## src/rtl/fetch_stage_pkg.sv

```systemverilog
// Shared types, widths and helpers for the instruction fetch stage.
package fetch_stage_pkg;

    localparam int WORD_W = 32;
    localparam int IMM_W  = 16;
    localparam int ADDR_W = 26;

    typedef logic [WORD_W-1:0] word_t;

    // Next-PC source select driven by the hazard unit.
    typedef enum logic [1:0] {
        SEL_NPC    = 2'd0,
        SEL_BRANCH = 2'd1,
        SEL_JUMP   = 2'd2,
        SEL_JR     = 2'd3
    } pc_mux_input_selection;

    // Sign-extended, word-scaled branch displacement.
    function automatic word_t branch_offset(input logic [IMM_W-1:0] imm);
        return {{14{imm[IMM_W-1]}}, imm, 2'b00};
    endfunction

    // Pseudo-direct jump target: upper nibble of npc, 26-bit field, word aligned.
    function automatic word_t jump_target(input word_t npc, input logic [ADDR_W-1:0] jaddr);
        return {npc[31:28], jaddr, 2'b00};
    endfunction

endpackage

```

## src/rtl/fetch_stage_if.sv

```systemverilog
// Bundle of hazard-unit, EX_MEM operand, imem and IF_ID signals seen by fetch.
interface fetch_stage_if;
    import fetch_stage_pkg::*;

    logic                  enable_pc;
    pc_mux_input_selection PCSrc;
    logic                  halt;
    logic                  ihit;
    word_t                 imemload;
    word_t                 npc_EX_MEM;
    logic [IMM_W-1:0]      imm16_EX_MEM;
    logic [ADDR_W-1:0]     jaddr_EX_MEM;
    word_t                 rs_data_EX_MEM;
    logic                  imemREN;
    word_t                 imemaddr;
    word_t                 instr_IF;
    word_t                 npc_IF;
    logic                  fetch_valid;
    logic                  redirect_pend;

    modport fetch_stage (
        input  enable_pc, PCSrc, halt, ihit, imemload,
               npc_EX_MEM, imm16_EX_MEM, jaddr_EX_MEM, rs_data_EX_MEM,
        output imemREN, imemaddr, instr_IF, npc_IF, fetch_valid, redirect_pend
    );

    modport tb (
        output enable_pc, PCSrc, halt, ihit, imemload,
               npc_EX_MEM, imm16_EX_MEM, jaddr_EX_MEM, rs_data_EX_MEM,
        input  imemREN, imemaddr, instr_IF, npc_IF, fetch_valid, redirect_pend
    );

endinterface

```

## src/rtl/fetch_stage_pc_target_calc.sv

```systemverilog
// Combinational next-PC candidate generator: sequential PC and the selected target.
module fetch_stage_pc_target_calc
    import fetch_stage_pkg::*;
#(
    parameter word_t PC_STEP = 32'd4
) (
    input  pc_mux_input_selection sel,
    input  word_t                 pc,
    input  word_t                 npc_ex,
    input  logic [IMM_W-1:0]      imm16,
    input  logic [ADDR_W-1:0]     jaddr,
    input  word_t                 rs_data,
    output word_t                 npc_seq,
    output word_t                 target
);

    assign npc_seq = pc + PC_STEP;

    // Select the target for the requested source; JR is passed through unaligned.
    always_comb begin
        target = npc_seq;
        case (sel)
            SEL_NPC:    target = npc_seq;
            SEL_BRANCH: target = npc_ex + branch_offset(imm16);
            SEL_JUMP:   target = jump_target(npc_ex, jaddr);
            SEL_JR:     target = rs_data;
            default:    target = npc_seq;
        endcase
    end

endmodule

```

## src/rtl/fetch_stage.sv

```systemverilog
// PC register and next-PC selection with buffered redirects and sticky halt.
module fetch_stage
    import fetch_stage_pkg::*;
#(
    parameter word_t PC_INIT = 32'h0000_0000,
    parameter word_t PC_STEP = 32'd4
) (
    input logic                CLK,
    input logic                nRST,
    fetch_stage_if.fetch_stage fif
);

    word_t pc_q,       pc_d;
    word_t redir_q,    redir_d;
    logic  redir_v_q,  redir_v_d;
    logic  halted_q,   halted_d;
    word_t npc_seq_s;
    word_t target_s;
    logic  redirect_s;

    fetch_stage_pc_target_calc #(.PC_STEP(PC_STEP)) u_target (
        .sel     (fif.PCSrc),
        .pc      (pc_q),
        .npc_ex  (fif.npc_EX_MEM),
        .imm16   (fif.imm16_EX_MEM),
        .jaddr   (fif.jaddr_EX_MEM),
        .rs_data (fif.rs_data_EX_MEM),
        .npc_seq (npc_seq_s),
        .target  (target_s)
    );

    assign redirect_s = (fif.PCSrc != SEL_NPC);

    // Next-state: live redirect beats buffered redirect beats sequential fetch.
    always_comb begin
        pc_d      = pc_q;
        redir_d   = redir_q;
        redir_v_d = redir_v_q;
        halted_d  = halted_q | fif.halt;
        if (halted_q) begin
            redir_v_d = 1'b0;
        end else if (fif.enable_pc) begin
            if (redirect_s) begin
                pc_d      = target_s;
                redir_v_d = 1'b0;
            end else if (redir_v_q) begin
                pc_d      = redir_q;
                redir_v_d = 1'b0;
            end else begin
                pc_d      = npc_seq_s;
            end
        end else begin
            if (redirect_s) begin
                redir_d   = target_s;
                redir_v_d = 1'b1;
            end else begin
                redir_d   = redir_q;
            end
        end
    end

    // Fetch state registers with asynchronous reset.
    always_ff @(posedge CLK or negedge nRST) begin
        if (!nRST) begin
            pc_q      <= PC_INIT;
            redir_q   <= 32'h0000_0000;
            redir_v_q <= 1'b0;
            halted_q  <= 1'b0;
        end else begin
            pc_q      <= pc_d;
            redir_q   <= redir_d;
            redir_v_q <= redir_v_d;
            halted_q  <= halted_d;
        end
    end

    assign fif.imemREN       = ~halted_q;
    assign fif.imemaddr      = pc_q;
    assign fif.npc_IF        = npc_seq_s;
    assign fif.instr_IF      = fif.imemload;
    assign fif.fetch_valid   = fif.ihit & ~halted_q;
    assign fif.redirect_pend = redir_v_q;

endmodule

```

## src/flat_wrapper.sv

```systemverilog
// flat-port wrapper written by rule: the top's interface ports become plain ports
module fetch_stage_flat import fetch_stage_pkg::*;
#(
    parameter word_t PC_INIT = 32'h0000_0000,
    parameter word_t PC_STEP = 32'd4
)
  (CLK, nRST, fif_enable_pc, fif_PCSrc, fif_halt, fif_ihit, fif_imemload, fif_npc_EX_MEM, fif_imm16_EX_MEM, fif_jaddr_EX_MEM, fif_rs_data_EX_MEM, fif_imemREN, fif_imemaddr, fif_instr_IF, fif_npc_IF, fif_fetch_valid, fif_redirect_pend);
  fetch_stage_if fif_i ();
  input logic CLK;
  input logic nRST;
  input wire logic [$bits(fif_i.enable_pc)-1:0] fif_enable_pc;
  input wire logic [$bits(fif_i.PCSrc)-1:0] fif_PCSrc;
  input wire logic [$bits(fif_i.halt)-1:0] fif_halt;
  input wire logic [$bits(fif_i.ihit)-1:0] fif_ihit;
  input wire logic [$bits(fif_i.imemload)-1:0] fif_imemload;
  input wire logic [$bits(fif_i.npc_EX_MEM)-1:0] fif_npc_EX_MEM;
  input wire logic [$bits(fif_i.imm16_EX_MEM)-1:0] fif_imm16_EX_MEM;
  input wire logic [$bits(fif_i.jaddr_EX_MEM)-1:0] fif_jaddr_EX_MEM;
  input wire logic [$bits(fif_i.rs_data_EX_MEM)-1:0] fif_rs_data_EX_MEM;
  output wire logic [$bits(fif_i.imemREN)-1:0] fif_imemREN;
  output wire logic [$bits(fif_i.imemaddr)-1:0] fif_imemaddr;
  output wire logic [$bits(fif_i.instr_IF)-1:0] fif_instr_IF;
  output wire logic [$bits(fif_i.npc_IF)-1:0] fif_npc_IF;
  output wire logic [$bits(fif_i.fetch_valid)-1:0] fif_fetch_valid;
  output wire logic [$bits(fif_i.redirect_pend)-1:0] fif_redirect_pend;
  assign fif_i.enable_pc = fif_enable_pc;
  assign fif_i.PCSrc = fif_PCSrc;
  assign fif_i.halt = fif_halt;
  assign fif_i.ihit = fif_ihit;
  assign fif_i.imemload = fif_imemload;
  assign fif_i.npc_EX_MEM = fif_npc_EX_MEM;
  assign fif_i.imm16_EX_MEM = fif_imm16_EX_MEM;
  assign fif_i.jaddr_EX_MEM = fif_jaddr_EX_MEM;
  assign fif_i.rs_data_EX_MEM = fif_rs_data_EX_MEM;
  assign fif_imemREN = fif_i.imemREN;
  assign fif_imemaddr = fif_i.imemaddr;
  assign fif_instr_IF = fif_i.instr_IF;
  assign fif_npc_IF = fif_i.npc_IF;
  assign fif_fetch_valid = fif_i.fetch_valid;
  assign fif_redirect_pend = fif_i.redirect_pend;
  fetch_stage #(.PC_INIT(PC_INIT), .PC_STEP(PC_STEP)) u_core (.CLK(CLK), .nRST(nRST), .fif(fif_i));
endmodule
```

## config.mk

```make
export PLATFORM = sky130hd
export DESIGN_NAME = fetch_stage_flat
export DESIGN_NICKNAME = d
export VERILOG_FILES = /design/src/rtl/fetch_stage_pkg.sv /design/src/rtl/fetch_stage_if.sv /design/src/rtl/fetch_stage_pc_target_calc.sv /design/src/rtl/fetch_stage.sv /design/src/flat_wrapper.sv
export SDC_FILE = /design/constraint.sdc
export NUM_CORES = 1
export LEC_CHECK = 0
export ABC_AREA = 1
export CAP_MARGIN = 20
export CORE_MARGIN = 5
export CORE_UTILIZATION = 47
export CTS_CLUSTER_SIZE = 28
export DETAILED_ROUTE_END_ITERATION = 10
export GPL_ROUTABILITY_DRIVEN = 0
export PLACE_DENSITY = 0.79
export SYNTH_ARGS = -nofsm -noshare
export SYNTH_HDL_FRONTEND = slang
export SYNTH_SLANG_ARGS = --single-unit
```

## constraint.sdc

```tcl
create_clock -name CLK -period 2 [get_ports CLK]
set_input_delay 0.4 -clock CLK [delete_from_list [all_inputs] [get_ports CLK]]
set_output_delay 0.4 -clock CLK [all_outputs]
set_load 0.01 [all_outputs]
```

==> key figures <==
Run status
  – Outcome: finished, violations left
  – Failing checks: setup timing

Synth
  – Area contributors post-synth: nand2_1 (24%), dfrtp_1 (23%), inv_1 (10%)
  – Synth warnings: 0
  – Synthesized area per cell: 5.794 um^2
  – Synth Area in XOR/XNOR: 1.589%
  – Top-count cell post-synth: nand2_1
  – Main combinational cell family by area after synthesis: simple AND/OR/NAND/NOR gates
  – Share of flip-flops with an asynchronous set or reset: 100.0%
  – Post-synthesis adder-cell area fraction: 5.580%
  – Post-synthesis simple-gate area fraction: 41.21%
  – Synthesized area: 7086 um^2
  – Syn Inst Count: 1223
  – Mux cell area share after synthesis: 0%
  – Post-synthesis sequential area ratio: 23.31%
  – Syn Nets: 1399
  – Top cells by count, synth: nand2_1 (446), inv_1 (192), nor2_1 (130)
  – Post-synth EDFFs: 0
  – Most used DFF post-synth: dfrtp_1
  – Synth area leader: nand2_1
  – Synthesized flop and latch total: 66
  – Post-synthesis compound-gate area fraction: 11.95%
  – Post-synth top area share: 23.63%
  – Yosys cell types: 43

Layout
  – Finished Core Util: 83.29%
  – Final std cell area, no fill: 12200 um^2
  – Fillers: 795
  – P&R area growth vs syn: 72.13%
  – Final #Nets: 1738
  – N_diodes: 0
  – Fraction of layout cells with a size suffix above 1: 34.65%
  – Multi-input logic area: 5722 um^2
  – Reg area: 1667 um^2

STA
  – Rel. slew slack: 74.64%
  – Period minus WS final: 2.328 ns
  – Final hold violations: 0
  – RSZ-0062 raised after global routing: yes
  – Fmax: 429.5 MHz
  – Final WS setup: -0.3285 ns
  – Final setup viols: 37
  – Max-slew violations: 0
  – Fin crit share: 116.4%
  – Worst-margin pin slew: 0.3805 ns
  – Clk_skew: 0.008758 ns

Clock network
  – Clk_lat worst skew: 0.34 ns
  – Post-CTS Hold Buffers: 0
  – Clock sink count: 66
  – H-tree Lvls: 3
  – Max Root-Sink Buffers: 2
  – CTS buffer count: 9
  – Clk slew on worst S/H paths: 0.06 ns
  – TritonCTS clock tree: yes
  – CTS Root Cell: clkbuf_16

Min path
  – Worst hold-check path type: primary input to asynchronous set/reset pin

Route
  – Drt wl/cell: 19.64 um
  – Vias: 10330
  – DRT Pass-1 Iters: 6
  – Initial DRC count: 1367
  – Routed wire length: 34.40 mm
  – Routed Antenna Nets: 0
  – Via/cell ratio: 5.899
  – DRC: 0

Power
  – PD cells: 524.5 nW/um^2
  – Static Leak: 6.395 nW
  – Max IR drop VDD: 327.3 uV
  – Tot Pwr: 6.397 mW

Worst setup path
  – Critical-path cell list: buf_4 > nand2_2 > nor2_4 > nand2_1 > nor2_4 > nand2_2 > nand2_2 > nand2_1 > buf_2
  – Crit-path slowest cell: dfrtp_1
  – R2R Setup Slk: -0.17 ns
  – Worst path bufs/invs: 2
  – Critical path required time: 1.60 ns
  – Crit path from: u_core.fif.imemaddr[21]
  – CP Class: register to output port
  – Crit-path most repeated cell: nand2_2
  – Crit-path max FO: 3
  – CP max stage delay: 0.43 ns
  – Worst Setup End Kind: output port
  – Crit-path leading delay family: simple AND/OR/NAND/NOR gates
  – Type of origin of the critical path: register
  – Data arrival time of the worst path: 1.93 ns
  – Worst flop-to-flop path startpoint: u_core.fif.imemaddr[11]

Place
  – PortBufs: 179
  – Placed cell area: 10000 um^2
  – Detail Placement HPWL: 19.74 mm

Floorplanning
  – Initial Utilization: 48.39%
  – Die height: 132.8 um
  – Die W: 132.8 um
  – CORE AREA: 14640 um^2
  – Row cnt: 44
  – Top-Level Pins: 244
  – Die area: 17630 um^2

Global routing
  – Congestion Overflow GR: 0
  – Largest net degree at the start of global routing: 67
  – Global-route wire length before repair: 46.80 mm
  – Initial antenna violation count: 0
  – Vias in the first global route: 9504
  – GR Util All Layers: 32.30%

Flow run
  – Max Cap Viol: 0
-- worst register-to-register path, stage by stage, from the launching register on --
cell     delay, ns
dfrtp_2       0.44
buf_4         0.15
buf_4         0.11
inv_2         0.07
nor2_1        0.20
nand3_1       0.15
xor2_1        0.20
buf_4         0.15
buf_4         0.10
buf_4         0.09
nand2_1       0.06
nand2_1       0.08
nand2_1       0.07
o22ai_2       0.11
inv_1         0.07
-- sequential cells by signal, indices dropped and copies added (netlist names) --
| name | count |
|---|---|
| u_core.fif.redirect_pend | 1 |
| u_core.redir_q | 32 |
| u_core.halted_q | 1 |
| u_core.fif.imemaddr | 32 |
-- power breakdown --
group,leakage (nW),switching [mW],internal (mW),total (mW)
clock network,0.143,0.580,0.937,1.52
registers,0.779,0.177,1.51,1.68
logic,5.47,1.71,1.49,3.20
-- cell usage in the layout (no fill, tap or decap), types with 12 or more instances in the layout --
cell type / count
nand2_1: 355
buf_4: 181
inv_1: 174
clkdlybuf4s50_1: 103
nor2_1: 86
nand2_2: 67
nand3_1: 62
dfrtp_1: 54
a21oi_1: 38
nor2_4: 38
o21ai_0: 30
nand2_4: 28
ha_4: 28
buf_6: 28
nand3_2: 26
dlymetal6s2s_1: 23
a22o_1: 21
dlygate4sd2_1: 19
inv_2: 18
buf_2: 18
a21oi_2: 14
nor2_2: 14
buf_12: 13
dfrtp_2: 12
-- layer usage --
metal | track usage, % | vias up | routed length [um] | part of all wire [%]
met5 | 0 | - | 0 | 0
met4 | 15.30 | 0 | 2606 | 7.6
met3 | 6.416 | 261 | 3802 | 11
met2 | 54.80 | 881 | 15850 | 46
met1 | 39.28 | 4723 | 12140 | 35
li1 | - | 4464 | - | -
-- what timing repair did --
action                                  CTS  global route
resized for setup                       328           215
endpoints found under the setup margin   76            82
pin swaps                                69            95
setup buffers                            42            24
-- per-stage QoR --
stage	setup WS [ns]	hold WS (ns)	cells	TNS [ns]
floorplan	0.02450	0.1044	1223	0
global placement	-0.5966	0.4423	1680	-27.98
detailed placement	-0.6641	0.4432	1680	-30.39
CTS	-0.2532	0.08498	1735	-2.856
global route	-0.3142	0.09381	1751	-7.268
finish	-0.3285	0.04903	1751	-6.041
-- layout make-up --
class                      count  area share (%)
inverter                     196           6.094
sequential                    66           13.66
multi-input combinational    898           46.91
tap                          184           1.888
clock inverter                 2         0.08207
timing repair buffer         391           29.11
clock buffer                  14           2.247
-- worst paths after layout --
path | to | cells past startpoint
worst max-delay path | fif_npc_IF[26] | 9
worst min-delay path | u_core.fif.imemaddr[2] | 2
worst max register to register | u_core.fif.imemaddr[12] | 14
worst min register to register | u_core.redir_q[24] | 2
max in group asynchronous | u_core.fif.imemaddr[15] | 2
min in group CLK | u_core.redir_q[24] | 2
-- cells by family (layout without fill, tap and decap cells) --
logic type                 after synthesis  in the layout
and+or+nand+nor                        712            712
buffers and inverters                  259            603
AOI/OAI and AO/OA                      143            143
DFF                                     66             66
adders and majority gates               31             31
xor gates and xnor gates                12             12
No activity file was read; power rests on OpenSTA's default activity.
